**config.mk**
```make
export PLATFORM = sky130hd
export DESIGN_NAME = fifo_param_flat
export DESIGN_NICKNAME = d
export VERILOG_FILES = /design/src/rtl/fifo_param_if.sv /design/src/rtl/fifo_param.sv /design/src/flat_wrapper.sv
export SDC_FILE = /design/constraint.sdc
export NUM_CORES = 1
export LEC_CHECK = 0
export ABC_AREA = 1
export CAP_MARGIN = 20
export CORE_MARGIN = 10
export CORE_UTILIZATION = 45
export DETAILED_ROUTE_END_ITERATION = 10
export GPL_TIMING_DRIVEN = 0
export MAX_ROUTING_LAYER = met4
export PLACE_DENSITY = 0.65
export SLEW_MARGIN = 20
export SYNTH_ARGS = -nofsm -noshare
export SYNTH_HDL_FRONTEND = slang
export SYNTH_SLANG_ARGS = --single-unit
export TNS_END_PERCENT = 5
```
**constraint.sdc**
```tcl
create_clock -name clk -period 2.8 [get_ports clk]
set_input_delay 0.28 -clock clk [delete_from_list [all_inputs] [get_ports clk]]
set_output_delay 0.28 -clock clk [all_outputs]
set_load 0.005 [all_outputs]
```
**src/rtl/fifo_param_if.sv**
```systemverilog
// fifo_param_if: handshake and status bundle for one FIFO lane buffer.
//   master modport (producer/consumer side): drives wr_enable, rd_enable and
//     FIFO_data_in; observes read data, count and all flags.
//   slave modport (FIFO side): the mirror image.
// Parameters must match those of the fifo_param instance the bundle connects to.
interface fifo_param_if #(
  parameter int data_width    = 6,
  parameter int address_width = 3
) ();
  logic                   wr_enable;
  logic                   rd_enable;
  logic [data_width-1:0]  FIFO_data_in;
  logic [data_width-1:0]  FIFO_data_out;
  logic                   valid_out;
  logic [address_width:0] fifo_count;
  logic                   fifo_full;
  logic                   fifo_empty;
  logic                   almost_full;
  logic                   almost_empty;
  logic                   overflow;
  logic                   underflow;

  modport master (
    output wr_enable, rd_enable, FIFO_data_in,
    input  FIFO_data_out, valid_out, fifo_count, fifo_full, fifo_empty,
           almost_full, almost_empty, overflow, underflow
  );

  modport slave (
    input  wr_enable, rd_enable, FIFO_data_in,
    output FIFO_data_out, valid_out, fifo_count, fifo_full, fifo_empty,
           almost_full, almost_empty, overflow, underflow
  );
endinterface

```
**src/rtl/fifo_param.sv**
```systemverilog
// fifo_param: parametrised synchronous FIFO with internal pointers, occupancy
// count, threshold flags and sticky overflow/underflow flags.
// Ports:
//   clk   - single clock, all state updates on the rising edge
//   reset - synchronous, active-high; wins over any concurrent read/write
//   bus   - fifo_param_if slave: wr_enable/rd_enable/FIFO_data_in in;
//           FIFO_data_out (registered, 1-cycle read latency), valid_out,
//           fifo_count, fifo_full/fifo_empty, almost_full/almost_empty,
//           overflow/underflow out.
// Full/empty are decoded from the count register, never from pointer compare,
// so the pointers may wrap freely modulo depth.
module fifo_param #(
  parameter int data_width      = 6,
  parameter int address_width   = 3,
  parameter int almost_full_th  = 6,
  parameter int almost_empty_th = 2
) (
  input logic        clk,
  input logic        reset,
  fifo_param_if.slave bus
);
  localparam int depth = 1 << address_width;
  localparam logic [address_width:0]   depth_count = (address_width + 1)'(depth);
  localparam logic [address_width:0]   af_count    = (address_width + 1)'(almost_full_th);
  localparam logic [address_width:0]   ae_count    = (address_width + 1)'(almost_empty_th);
  localparam logic [address_width:0]   count_one   = (address_width + 1)'(1);
  localparam logic [address_width-1:0] ptr_one     = address_width'(1);

  logic [data_width-1:0]    mem [depth];
  logic [address_width-1:0] wr_ptr_reg;
  logic [address_width-1:0] rd_ptr_reg;
  logic [address_width:0]   count_reg;
  logic [data_width-1:0]    data_out_reg;
  logic                     valid_reg;
  logic                     overflow_reg;
  logic                     underflow_reg;

  logic full;
  logic empty;
  logic rd_accept;
  logic wr_accept;

  assign full  = (count_reg == depth_count);
  assign empty = (count_reg == '0);

  // A read on empty never falls through to a same-cycle write; a write on
  // full is only taken when a read frees a slot on the same edge.
  assign rd_accept = bus.rd_enable && !empty;
  assign wr_accept = bus.wr_enable && (!full || rd_accept);

  // Storage: no reset so it maps onto block RAM; writes are suppressed while
  // reset is asserted so reset keeps strict priority.
  always_ff @(posedge clk) begin
    if (wr_accept && !reset) begin
      mem[wr_ptr_reg] <= bus.FIFO_data_in;
    end
  end

  always_ff @(posedge clk) begin
    if (reset) begin
      wr_ptr_reg    <= '0;
      rd_ptr_reg    <= '0;
      count_reg     <= '0;
      data_out_reg  <= '0;
      valid_reg     <= 1'b0;
      overflow_reg  <= 1'b0;
      underflow_reg <= 1'b0;
    end else begin
      if (wr_accept) begin
        wr_ptr_reg <= wr_ptr_reg + ptr_one;
      end

      if (rd_accept) begin
        data_out_reg <= mem[rd_ptr_reg];
        rd_ptr_reg   <= rd_ptr_reg + ptr_one;
        valid_reg    <= 1'b1;
      end else begin
        valid_reg    <= 1'b0;
      end

      case ({wr_accept, rd_accept})
        2'b10:   count_reg <= count_reg + count_one;
        2'b01:   count_reg <= count_reg - count_one;
        default: count_reg <= count_reg;
      endcase

      // Sticky until reset.
      if (bus.wr_enable && !wr_accept) begin
        overflow_reg <= 1'b1;
      end
      if (bus.rd_enable && empty) begin
        underflow_reg <= 1'b1;
      end
    end
  end

  assign bus.FIFO_data_out = data_out_reg;
  assign bus.valid_out     = valid_reg;
  assign bus.fifo_count    = count_reg;
  assign bus.fifo_full     = full;
  assign bus.fifo_empty    = empty;
  assign bus.almost_full   = (count_reg >= af_count);
  assign bus.almost_empty  = (count_reg <= ae_count);
  assign bus.overflow      = overflow_reg;
  assign bus.underflow     = underflow_reg;
endmodule

```
**src/flat_wrapper.sv**
```systemverilog
// flat-port wrapper written by rule: the top's interface ports become plain ports
module fifo_param_flat 
#(
  parameter int data_width      = 6,
  parameter int address_width   = 3,
  parameter int almost_full_th  = 6,
  parameter int almost_empty_th = 2
)
  (clk, reset, bus_wr_enable, bus_rd_enable, bus_FIFO_data_in, bus_FIFO_data_out, bus_valid_out, bus_fifo_count, bus_fifo_full, bus_fifo_empty, bus_almost_full, bus_almost_empty, bus_overflow, bus_underflow);
  fifo_param_if #(.data_width(data_width), .address_width(address_width)) bus_i ();
  input logic clk;
  input logic reset;
  input wire logic [$bits(bus_i.wr_enable)-1:0] bus_wr_enable;
  input wire logic [$bits(bus_i.rd_enable)-1:0] bus_rd_enable;
  input wire logic [$bits(bus_i.FIFO_data_in)-1:0] bus_FIFO_data_in;
  output wire logic [$bits(bus_i.FIFO_data_out)-1:0] bus_FIFO_data_out;
  output wire logic [$bits(bus_i.valid_out)-1:0] bus_valid_out;
  output wire logic [$bits(bus_i.fifo_count)-1:0] bus_fifo_count;
  output wire logic [$bits(bus_i.fifo_full)-1:0] bus_fifo_full;
  output wire logic [$bits(bus_i.fifo_empty)-1:0] bus_fifo_empty;
  output wire logic [$bits(bus_i.almost_full)-1:0] bus_almost_full;
  output wire logic [$bits(bus_i.almost_empty)-1:0] bus_almost_empty;
  output wire logic [$bits(bus_i.overflow)-1:0] bus_overflow;
  output wire logic [$bits(bus_i.underflow)-1:0] bus_underflow;
  assign bus_i.wr_enable = bus_wr_enable;
  assign bus_i.rd_enable = bus_rd_enable;
  assign bus_i.FIFO_data_in = bus_FIFO_data_in;
  assign bus_FIFO_data_out = bus_i.FIFO_data_out;
  assign bus_valid_out = bus_i.valid_out;
  assign bus_fifo_count = bus_i.fifo_count;
  assign bus_fifo_full = bus_i.fifo_full;
  assign bus_fifo_empty = bus_i.fifo_empty;
  assign bus_almost_full = bus_i.almost_full;
  assign bus_almost_empty = bus_i.almost_empty;
  assign bus_overflow = bus_i.overflow;
  assign bus_underflow = bus_i.underflow;
  fifo_param #(.data_width(data_width), .address_width(address_width), .almost_full_th(almost_full_th), .almost_empty_th(almost_empty_th)) u_core (.clk(clk), .reset(reset), .bus(bus_i));
endmodule
```
==> impl_metrics.xml, run 1 <==
<?xml version="1.0" encoding="UTF-8"?>
<metrics>
  <group name="outcome">
    <metric name="outcome" unit="">finished, final reports clean</metric>
  </group>
  <group name="power">
    <metric name="total_leakage_power" unit="nW">1.415</metric>
    <metric name="switching_power" unit="mW">0.9481</metric>
    <metric name="ir_worst_vdd" unit="V">0.0004441</metric>
    <metric name="clockPowerShare" unit="%">31.0</metric>
    <metric name="power" unit="mW">2.976</metric>
    <metric name="pwr_density_cell" unit="mW/mm^2">854.8</metric>
    <metric name="share_of_total_power_in_combinational_logic" unit="%">28.5</metric>
    <metric name="power.internal" unit="mW">2.028</metric>
    <metric name="swShare" unit="%">31.85</metric>
    <metric name="pwr-share-seq" unit="%">40.5</metric>
  </group>
  <group name="critical_path">
    <metric name="critPathCaptureType" unit="">flop</metric>
    <metric name="timing_worst_setup_path_type" unit="">input port to flop</metric>
    <metric name="cell_with_the_biggest_individual_delay_on_the_critical_path" unit="">nor3_1</metric>
    <metric name="reg2regPathDepth" unit="">6</metric>
    <metric name="buf_inv_on_cp" unit="">3</metric>
    <metric name="cp_top_family" unit="">simple AND/OR/NAND/NOR gates</metric>
    <metric name="worstPathArrival" unit="ns">2.18</metric>
    <metric name="ff2ff_setup_slack" unit="ns">0.61</metric>
    <metric name="critPathLaunchType" unit="">input port</metric>
    <metric name="critical_path_depth" unit="">7</metric>
    <metric name="worst_r2r_startpoint" unit="">u_core.bus.fifo_count[1]$_SDFFE_PP0P_</metric>
    <metric name="cp_slowest_stage_delay" unit="ns">0.82</metric>
    <metric name="critPathCapture" unit="">u_core.mem[0][1]$_DFFE_PP_</metric>
    <metric name="r2r_end" unit="">u_core.mem[0][1]$_DFFE_PP_</metric>
    <metric name="cp_max_fo" unit="">6</metric>
    <metric name="worst_ep_required_time" unit="ns">2.76</metric>
    <metric name="worst_setup_path_startpoint" unit="">bus_rd_enable</metric>
    <metric name="critical_path.cell_chain" unit="">clkdlybuf4s50_1 -&gt; inv_1 -&gt; nand4_1 -&gt; nand2_1 -&gt; inv_1 -&gt; nand2_1 -&gt; nor3_1</metric>
  </group>
  <group name="min_path">
    <metric name="hold_path.class" unit="">input port to flop</metric>
  </group>
  <group name="finish">
    <metric name="finalNetCount" unit="">347</metric>
    <metric name="final_layout_size_suffix_gt1_share" unit="%">10.68</metric>
    <metric name="finish.utilization" unit="%">55.15</metric>
    <metric name="largest_register" unit="">u_core.mem</metric>
    <metric name="insertedDiodeCount" unit="">0</metric>
    <metric name="finalInstanceArea" unit="mm^2">0.003482</metric>
    <metric name="flow.area_growth_from_synthesis" unit="%">20.16</metric>
    <metric name="largest_register_ffs" unit="">48</metric>
  </group>
  <group name="placed_design">
    <metric name="placedInstanceArea" unit="mm^2">0.003244</metric>
    <metric name="preCtsSetupSlack" unit="ns">0.2252</metric>
    <metric name="dp_hpwl" unit="mm">4.233</metric>
    <metric name="place.gp.congestion" unit="">0.8246</metric>
    <metric name="place.port_buffers" unit="">25</metric>
  </group>
  <group name="routing">
    <metric name="average_wire_length_per_cell_after_detail_routing" unit="um">14.60</metric>
    <metric name="routed_wirelength" unit="mm">6.046</metric>
    <metric name="drc_errors" unit="">0</metric>
    <metric name="detail_route.first_pass.iterations" unit="">5</metric>
    <metric name="routed_via_density" unit="">5.053</metric>
    <metric name="ant_nets" unit="">0</metric>
    <metric name="dr_total_vias" unit="">2092</metric>
    <metric name="detail_route.iter0.violations" unit="">126</metric>
  </group>
  <group name="clocking">
    <metric name="cts-htree-levels" unit="">3</metric>
    <metric name="cts.sink_count" unit="">67</metric>
    <metric name="worst_setup_hold_path_clk_slew" unit="ns">0.08</metric>
    <metric name="worst_skew_pair.late_latency" unit="ns">0.35</metric>
    <metric name="cts_hold_repair.buffers" unit="">0</metric>
    <metric name="cts_inserted_buffers" unit="">9</metric>
    <metric name="post_cts_resize_count" unit="">0</metric>
    <metric name="cts_buffer_depth" unit="">2</metric>
    <metric name="post_cts.repair.setup_buffers" unit="">0</metric>
    <metric name="tritoncts" unit="">built</metric>
    <metric name="clock_tree.root_cell" unit="">clkbuf_8</metric>
  </group>
  <group name="timing">
    <metric name="max_freq" unit="GHz">0.4519</metric>
    <metric name="finalWorstPathRequiredPeriod" unit="ns">2.213</metric>
    <metric name="final_critical_path_setup_slack" unit="ns">0.5869</metric>
    <metric name="finalCritPeriodShare" unit="%">79.04</metric>
    <metric name="setup-tns-final" unit="ns">0</metric>
    <metric name="slew_violations" unit="">0</metric>
    <metric name="hold_viol" unit="">0</metric>
    <metric name="clock-skew-final" unit="ns">0.01259</metric>
    <metric name="setup_viol" unit="">0</metric>
    <metric name="setup_repair_after_global_routing_missed_its_margin" unit="">false</metric>
    <metric name="worst_slew_margin_rel" unit="%">29.35</metric>
    <metric name="tightest_pin_transition" unit="ns">1.052</metric>
  </group>
  <group name="global_route">
    <metric name="grt_pass1_vias" unit="">1945</metric>
    <metric name="grt_remaining_overflow" unit="">0</metric>
    <metric name="grt_max_degree" unit="">15</metric>
    <metric name="track_usage" unit="%">12.75</metric>
    <metric name="grt_antenna_before_repair" unit="">0</metric>
    <metric name="grt_first_pass_wirelength" unit="mm">9.804</metric>
  </group>
  <group name="yosys">
    <metric name="post-synth-top-area-cell" unit="">edfxtp_1</metric>
    <metric name="synth.ff_latch_count" unit="">67</metric>
    <metric name="yosys.area.top_type_share" unit="%">49.74</metric>
    <metric name="synthTopCellsByArea" unit="">edfxtp_1 50%, dfxtp_1 13%, nand2_1 10%, nand3_1 5.4%, inv_1 3.9%</metric>
    <metric name="yosys_warn_count" unit="">0</metric>
    <metric name="synthesis.area" unit="mm^2">0.002898</metric>
    <metric name="async_flop_share" unit="%">0</metric>
    <metric name="synth.distinct_cells" unit="">24</metric>
    <metric name="post_synth_edffs" unit="">48</metric>
    <metric name="top_flip_flop_cell_by_instance_count_after_synthesis" unit="">edfxtp_1</metric>
    <metric name="syn-num-nets" unit="">311</metric>
    <metric name="yosys.cell_count.top_type" unit="">nand2_1</metric>
    <metric name="netlist_instances" unit="">296</metric>
    <metric name="synth-seq-area-share" unit="%">62.87</metric>
    <metric name="synth.top_cells.by_count" unit="">79 x nand2_1, 48 x edfxtp_1, 31 x nand3_1, 30 x inv_1, 27 x nor2_1</metric>
    <metric name="postSynthAreaPerCell" unit="um^2">9.790</metric>
  </group>
  <group name="floorplan">
    <metric name="start_util" unit="%">45.90</metric>
    <metric name="die_width" unit="um">100.2</metric>
    <metric name="pin_count" unit="">27</metric>
    <metric name="floorplan.die_area" unit="mm^2">0.01005</metric>
    <metric name="die_h" unit="um">100.2</metric>
    <metric name="rows" unit="">29</metric>
    <metric name="design.core.area" unit="mm^2">0.006314</metric>
  </group>
  <group name="job">
    <metric name="timing.max_cap.violations" unit="">0</metric>
  </group>
</metrics>
==> power by group through the flow <==
stage / clock, mW / combinational (mW) / sequential, mW
finish: 0.924 / 0.848 / 1.20
CTS: 0.940 / 0.857 / 1.21
global route: 0.983 / 0.958 / 1.22
detailed placement: 0 / 0.853 / 1.23
floorplan: 0 / 0.525 / 1.22
global placement: 0 / 0.835 / 1.23
==> through the flow <==
| stage | cells | hold WS [ns] |
|---|---|---|
| after global routing | 414 | 0.2391 |
| after detailed placement | 398 | 0.4555 |
| after CTS | 414 | 0.2357 |
| after floorplan | 296 | 0.3789 |
| after global placement | 398 | 0.4505 |
| final | 414 | 0.2445 |
==> final cells by class <==
class	count	area, um^2
plain buffers	11	63.81
clock buffers	9	123.9
clock inverters	7	108.9
fillers	580	2831
inverters	32	127.6
multi-input cells	186	889.6
flip-flops and latches	67	1822
well taps	77	96.34
repair buffers	25	250.2
==> cell families (layout without fill, tap and decap cells) <==
group,Yosys count,count (layout),synth area share (%)
buffers and inverters,43,84,6.606
AOI/OAI and AO/OA,30,30,5.354
and+or+nand+nor,149,149,22.15
xor gates and xnor gates,2,2,0.6046
adders and majority gates,5,5,2.418
DFF,67,67,62.87
==> how the worst min path moves through the flow <==
stage,from,endpoint,slack (ns),depth (start not counted)
detailed placement,u_core.bus.FIFO_data_out[1]$_SDFFE_PP0P_,u_core.bus.FIFO_data_out[1]$_SDFFE_PP0P_,0.46,2
floorplan,bus_FIFO_data_in[0],u_core.mem[0][0]$_DFFE_PP_,0.38,0
CTS,reset,u_core.bus.FIFO_data_out[3]$_SDFFE_PP0P_,0.24,2
global route,reset,u_core.bus.FIFO_data_out[3]$_SDFFE_PP0P_,0.24,2
global placement,u_core.bus.underflow$_SDFFE_PP0P_,u_core.bus.underflow$_SDFFE_PP0P_,0.45,1
finish,reset,u_core.bus.FIFO_data_out[1]$_SDFFE_PP0P_,0.24,2
==> cells in the final DEF (no fill, tap or decap) <==
cell	n
nand2_1	79
edfxtp_1	48
nand3_1	31
inv_1	30
nor2_1	27
clkdlybuf4s50_1	25
dfxtp_1	19
a21oi_1	14
o21ai_0	13
clkbuf_8	9
buf_2	6
buf_4	4
ha_1	4
nand2_4	3
nor3_1	3
nor2_2	2
inv_6	2
o21a_1	2
xor2_1	2
bufinv_16	2
clkinv_4	2
inv_8	2
nand2_2	1
nand4_1	1
nor3_2	1
nand3_2	1
inv_4	1
clkbuf_1	1
o21ai_1	1
fa_1	1
==> per-layer routing <==
metal,track usage (%),part of all wire (%)
met5,-,0
met4,4.348,1.7
met3,4.739,6.2
met2,18.55,46
met1,15.97,46
Power figures use the tool's default switching activity.
==> run 2, diff against run 1 <==
==> constraint.sdc (replaced) <==
create_clock -name clk -period 2.3 [get_ports clk]
set_input_delay 0.23 -clock clk [delete_from_list [all_inputs] [get_ports clk]]
set_output_delay 0.23 -clock clk [all_outputs]
set_load 0.005 [all_outputs]
==> results of run 2 <==
The final DEF is identical to that of run 1. Status: finished, final reports clean.
Among the figures that moved: setup slack after placement 0.2252 ns -> -0.2248 ns; setup slack after layout 0.5869 ns -> 0.1083 ns; hold slack 0.2445 ns -> 0.1945 ns; start point of the critical path bus_rd_enable -> u_core.bus.fifo_count[1]$_SDFFE_PP0P_; register-to-register setup slack 0.61 ns -> 0.11 ns; total power 2.976 mW -> 3.623 mW; worst IR drop on VDD 0.0004441 V -> 0.0005406 V
==> run 3, diff against run 2 <==
--- a/config.mk
+++ b/config.mk
@@ -10,9 +10,9 @@
 export CORE_MARGIN = 10
 export CORE_UTILIZATION = 45
 export DETAILED_ROUTE_END_ITERATION = 10
+export DONT_BUFFER_PORTS = 1
 export GPL_TIMING_DRIVEN = 0
 export MAX_ROUTING_LAYER = met4
-export PLACE_DENSITY = 0.65
 export SLEW_MARGIN = 20
 export SYNTH_ARGS = -nofsm -noshare
 export SYNTH_HDL_FRONTEND = slang
==> run 3 against run 2 <==
Die area did not move. Sequential share of layout area rose by 3.4 points. First-iteration DRC count fell by 11%. Routed wire length fell by 0.69%. Critical path type unchanged. Count of clock-buffer cells in the layout did not move. Clock power fell by 15%. Worst setup slack improved by 0.22 ns. Worst hold slack got worse by 0.034 ns. Sequential power barely moved. Flip-flop and latch count did not move. Fmax rose by 11%.
==> impl_metrics.xml, run 3 (same netlist as run 1, synthesis figures left out) <==
<?xml version="1.0" encoding="UTF-8"?>
<metrics>
  <group name="timing">
    <metric name="setup_viol" unit="">0</metric>
    <metric name="setup_repair_after_global_routing_missed_its_margin" unit="">false</metric>
    <metric name="slew_violations" unit="">0</metric>
    <metric name="finalCritPeriodShare" unit="%">85.71</metric>
    <metric name="setup-tns-final" unit="ns">0</metric>
    <metric name="clock-skew-final" unit="ns">0.007779</metric>
    <metric name="tightest_pin_transition" unit="ns">0.6209</metric>
    <metric name="finalWorstPathRequiredPeriod" unit="ns">1.971</metric>
    <metric name="hold_ws" unit="ns">0.1606</metric>
    <metric name="worst_slew_margin_rel" unit="%">58.46</metric>
    <metric name="hold_viol" unit="">0</metric>
    <metric name="max_freq" unit="GHz">0.5073</metric>
  </group>
  <group name="routing">
    <metric name="routed_wirelength" unit="mm">6.004</metric>
    <metric name="drc_errors" unit="">0</metric>
    <metric name="detail_route.iter0.violations" unit="">112</metric>
    <metric name="detail_route.first_pass.iterations" unit="">4</metric>
    <metric name="routed_via_density" unit="">5.010</metric>
    <metric name="average_wire_length_per_cell_after_detail_routing" unit="um">15.16</metric>
    <metric name="dr_total_vias" unit="">1984</metric>
    <metric name="ant_nets" unit="">0</metric>
  </group>
  <group name="power">
    <metric name="pwr_density_cell" unit="mW/mm^2">1000</metric>
    <metric name="power" unit="mW">3.270</metric>
    <metric name="swShare" unit="%">33.60</metric>
    <metric name="share_of_total_power_in_combinational_logic" unit="%">25.5</metric>
    <metric name="switching_power" unit="mW">1.099</metric>
    <metric name="ir_worst_vdd" unit="V">0.0006145</metric>
    <metric name="pwr-share-seq" unit="%">45.5</metric>
    <metric name="total_leakage_power" unit="nW">1.330</metric>
    <metric name="clockPowerShare" unit="%">29.0</metric>
    <metric name="power.internal" unit="mW">2.171</metric>
  </group>
  <group name="global_route">
    <metric name="grt_first_pass_wirelength" unit="mm">9.459</metric>
    <metric name="track_usage" unit="%">12.42</metric>
    <metric name="grt_pass1_vias" unit="">1872</metric>
    <metric name="grt_antenna_before_repair" unit="">1</metric>
    <metric name="grt_max_degree" unit="">13</metric>
    <metric name="grt_remaining_overflow" unit="">0</metric>
  </group>
  <group name="clocking">
    <metric name="cts.sink_count" unit="">67</metric>
    <metric name="cts_inserted_buffers" unit="">9</metric>
    <metric name="worst_skew_pair.late_latency" unit="ns">0.34</metric>
    <metric name="cts_buffer_depth" unit="">2</metric>
    <metric name="clock_tree.root_cell" unit="">clkbuf_8</metric>
    <metric name="cts-htree-levels" unit="">3</metric>
    <metric name="tritoncts" unit="">built</metric>
    <metric name="worst_setup_hold_path_clk_slew" unit="ns">0.07</metric>
    <metric name="post_cts.repair.setup_buffers" unit="">0</metric>
  </group>
  <group name="finish">
    <metric name="final_layout_size_suffix_gt1_share" unit="%">11.95</metric>
    <metric name="finalInstanceArea" unit="mm^2">0.003269</metric>
    <metric name="flow.area_growth_from_synthesis" unit="%">12.82</metric>
    <metric name="finalNetCount" unit="">328</metric>
    <metric name="finish.utilization" unit="%">51.78</metric>
    <metric name="num-fill-cells" unit="">590</metric>
    <metric name="layout_common_cells" unit="">79 x nand2_1, 48 x edfxtp_1, 31 x nand3_1</metric>
    <metric name="mostFrequentLayoutCell" unit="">nand2_1</metric>
    <metric name="largest_register" unit="">u_core.mem</metric>
    <metric name="multiInputGateArea" unit="um^2">904.6</metric>
    <metric name="final-seq-area" unit="mm^2">0.001822</metric>
    <metric name="largest_register_ffs" unit="">48</metric>
  </group>
  <group name="floorplan">
    <metric name="design.core.area" unit="mm^2">0.006314</metric>
    <metric name="die_h" unit="um">100.2</metric>
    <metric name="die_width" unit="um">100.2</metric>
    <metric name="start_util" unit="%">45.90</metric>
    <metric name="floorplan.die_area" unit="mm^2">0.01005</metric>
    <metric name="rows" unit="">29</metric>
    <metric name="pin_count" unit="">27</metric>
  </group>
  <group name="job">
    <metric name="timing.max_cap.violations" unit="">0</metric>
  </group>
  <group name="critical_path">
    <metric name="critical_path.cell_chain" unit="">nor2_2 -&gt; nand2_2 -&gt; nand2_4 -&gt; inv_6 -&gt; nand2_4 -&gt; inv_1 -&gt; ha_1 -&gt; a21oi_1 -&gt; nand3_1 -&gt; nand2_1 -&gt; nand3_1 -&gt; nand2_1 -&gt; nor2_1</metric>
    <metric name="reg2regPathDepth" unit="">13</metric>
    <metric name="buf_inv_on_cp" unit="">2</metric>
    <metric name="critical_path_depth" unit="">13</metric>
    <metric name="critPathCaptureType" unit="">flop</metric>
    <metric name="timing_worst_setup_path_type" unit="">flop to flop</metric>
    <metric name="cp_top_family" unit="">simple AND/OR/NAND/NOR gates</metric>
    <metric name="worstPathArrival" unit="ns">2.21</metric>
    <metric name="worst_ep_required_time" unit="ns">2.54</metric>
    <metric name="critPathLaunchType" unit="">flop</metric>
    <metric name="cp_max_fo" unit="">9</metric>
    <metric name="cp_slowest_stage_delay" unit="ns">0.39</metric>
    <metric name="cell_with_the_biggest_individual_delay_on_the_critical_path" unit="">dfxtp_1</metric>
  </group>
  <group name="placed_design">
    <metric name="place.port_buffers" unit="">0</metric>
    <metric name="placedInstanceArea" unit="mm^2">0.002994</metric>
    <metric name="dp_hpwl" unit="mm">4.187</metric>
    <metric name="place.gp.congestion" unit="">0.8878</metric>
  </group>
  <group name="outcome">
    <metric name="outcome" unit="">finished, final reports clean</metric>
  </group>
  <group name="min_path">
    <metric name="min_path_cells" unit="">3</metric>
    <metric name="hold_path.class" unit="">input port to flop</metric>
  </group>
</metrics>
==> run 3: cell types whose count changed in the layout (fill, tap and decap cells not counted), moves of 2 or more <==
| cell | before | now |
|---|---|---|
| nor3_2 | 1 | 4 |
| clkinv_2 | 0 | 2 |
| clkdlybuf4s50_1 | 25 | 0 |
| nor3_1 | 3 | 0 |
| inv_8 | 2 | 0 |
| dlygate4sd3_1 | 0 | 6 |
==> run 3: power groups by stage <==
stage | Clock (mW) | Sequential, mW | Combinational (mW)
floorplan | 0 | 1.49 | 0.639
global placement | 0 | 1.52 | 0.796
detailed placement | 0 | 1.52 | 0.809
CTS | 0.963 | 1.49 | 0.833
global route | 1.01 | 1.50 | 0.944
finish | 0.950 | 1.49 | 0.833
==> run 3: final timing paths <==
check             slack, ns                                      from                                       end
setup / recovery       0.33     u_core.bus.fifo_count[3]$_SDFFE_PP0P_     u_core.bus.fifo_count[3]$_SDFFE_PP0P_
hold / removal         0.16                             bus_rd_enable         u_core.bus.underflow$_SDFFE_PP0P_
setup reg to reg       0.33     u_core.bus.fifo_count[3]$_SDFFE_PP0P_     u_core.bus.fifo_count[3]$_SDFFE_PP0P_
hold reg to reg        0.49  u_core.bus.FIFO_data_out[0]$_SDFFE_PP0P_  u_core.bus.FIFO_data_out[0]$_SDFFE_PP0P_
==> run 3: through the flow <==
stage	worst slack [ns]	instances
finish	0.3287	396
global route	0.1398	396
CTS	0.06457	395
detailed placement	0.07537	373
global placement	0.1050	373
floorplan	0.5436	296
==> run 3: cell type report <==
cell class / count / area share (%)
multi-input cells: 186 / 27.67
diodes: 1 / 0.07654
well taps: 77 / 2.947
inverters: 32 / 3.904
clock buffers: 9 / 3.789
clock inverters: 7 / 2.105
flip-flops and latches: 67 / 55.72
repair buffers: 6 / 1.837
plain buffers: 11 / 1.952
==> run 3: what timing repair did <==
action | CTS | global route
setup endpoints to repair | 0 | 24
hold buffers | 6 | 0
gates resized for setup | 0 | 4
hold endpoints to repair | 48 | 0
==> run 3: tightest hold or removal path: stages <==
cell and delay [ns]:
inv_1 0.03, nor2_1 0.10, o21a_1 0.11
==> run 3: per-layer routing <==
layer | global-route usage (%) | up-vias | part of all wire [%]
li1 | - | 1016 | -
met1 | 15.87 | 920 | 48
met2 | 17.90 | 38 | 45
met3 | 3.915 | 10 | 5.0
met4 | 4.891 | 0 | 1.6
met5 | - | - | 0
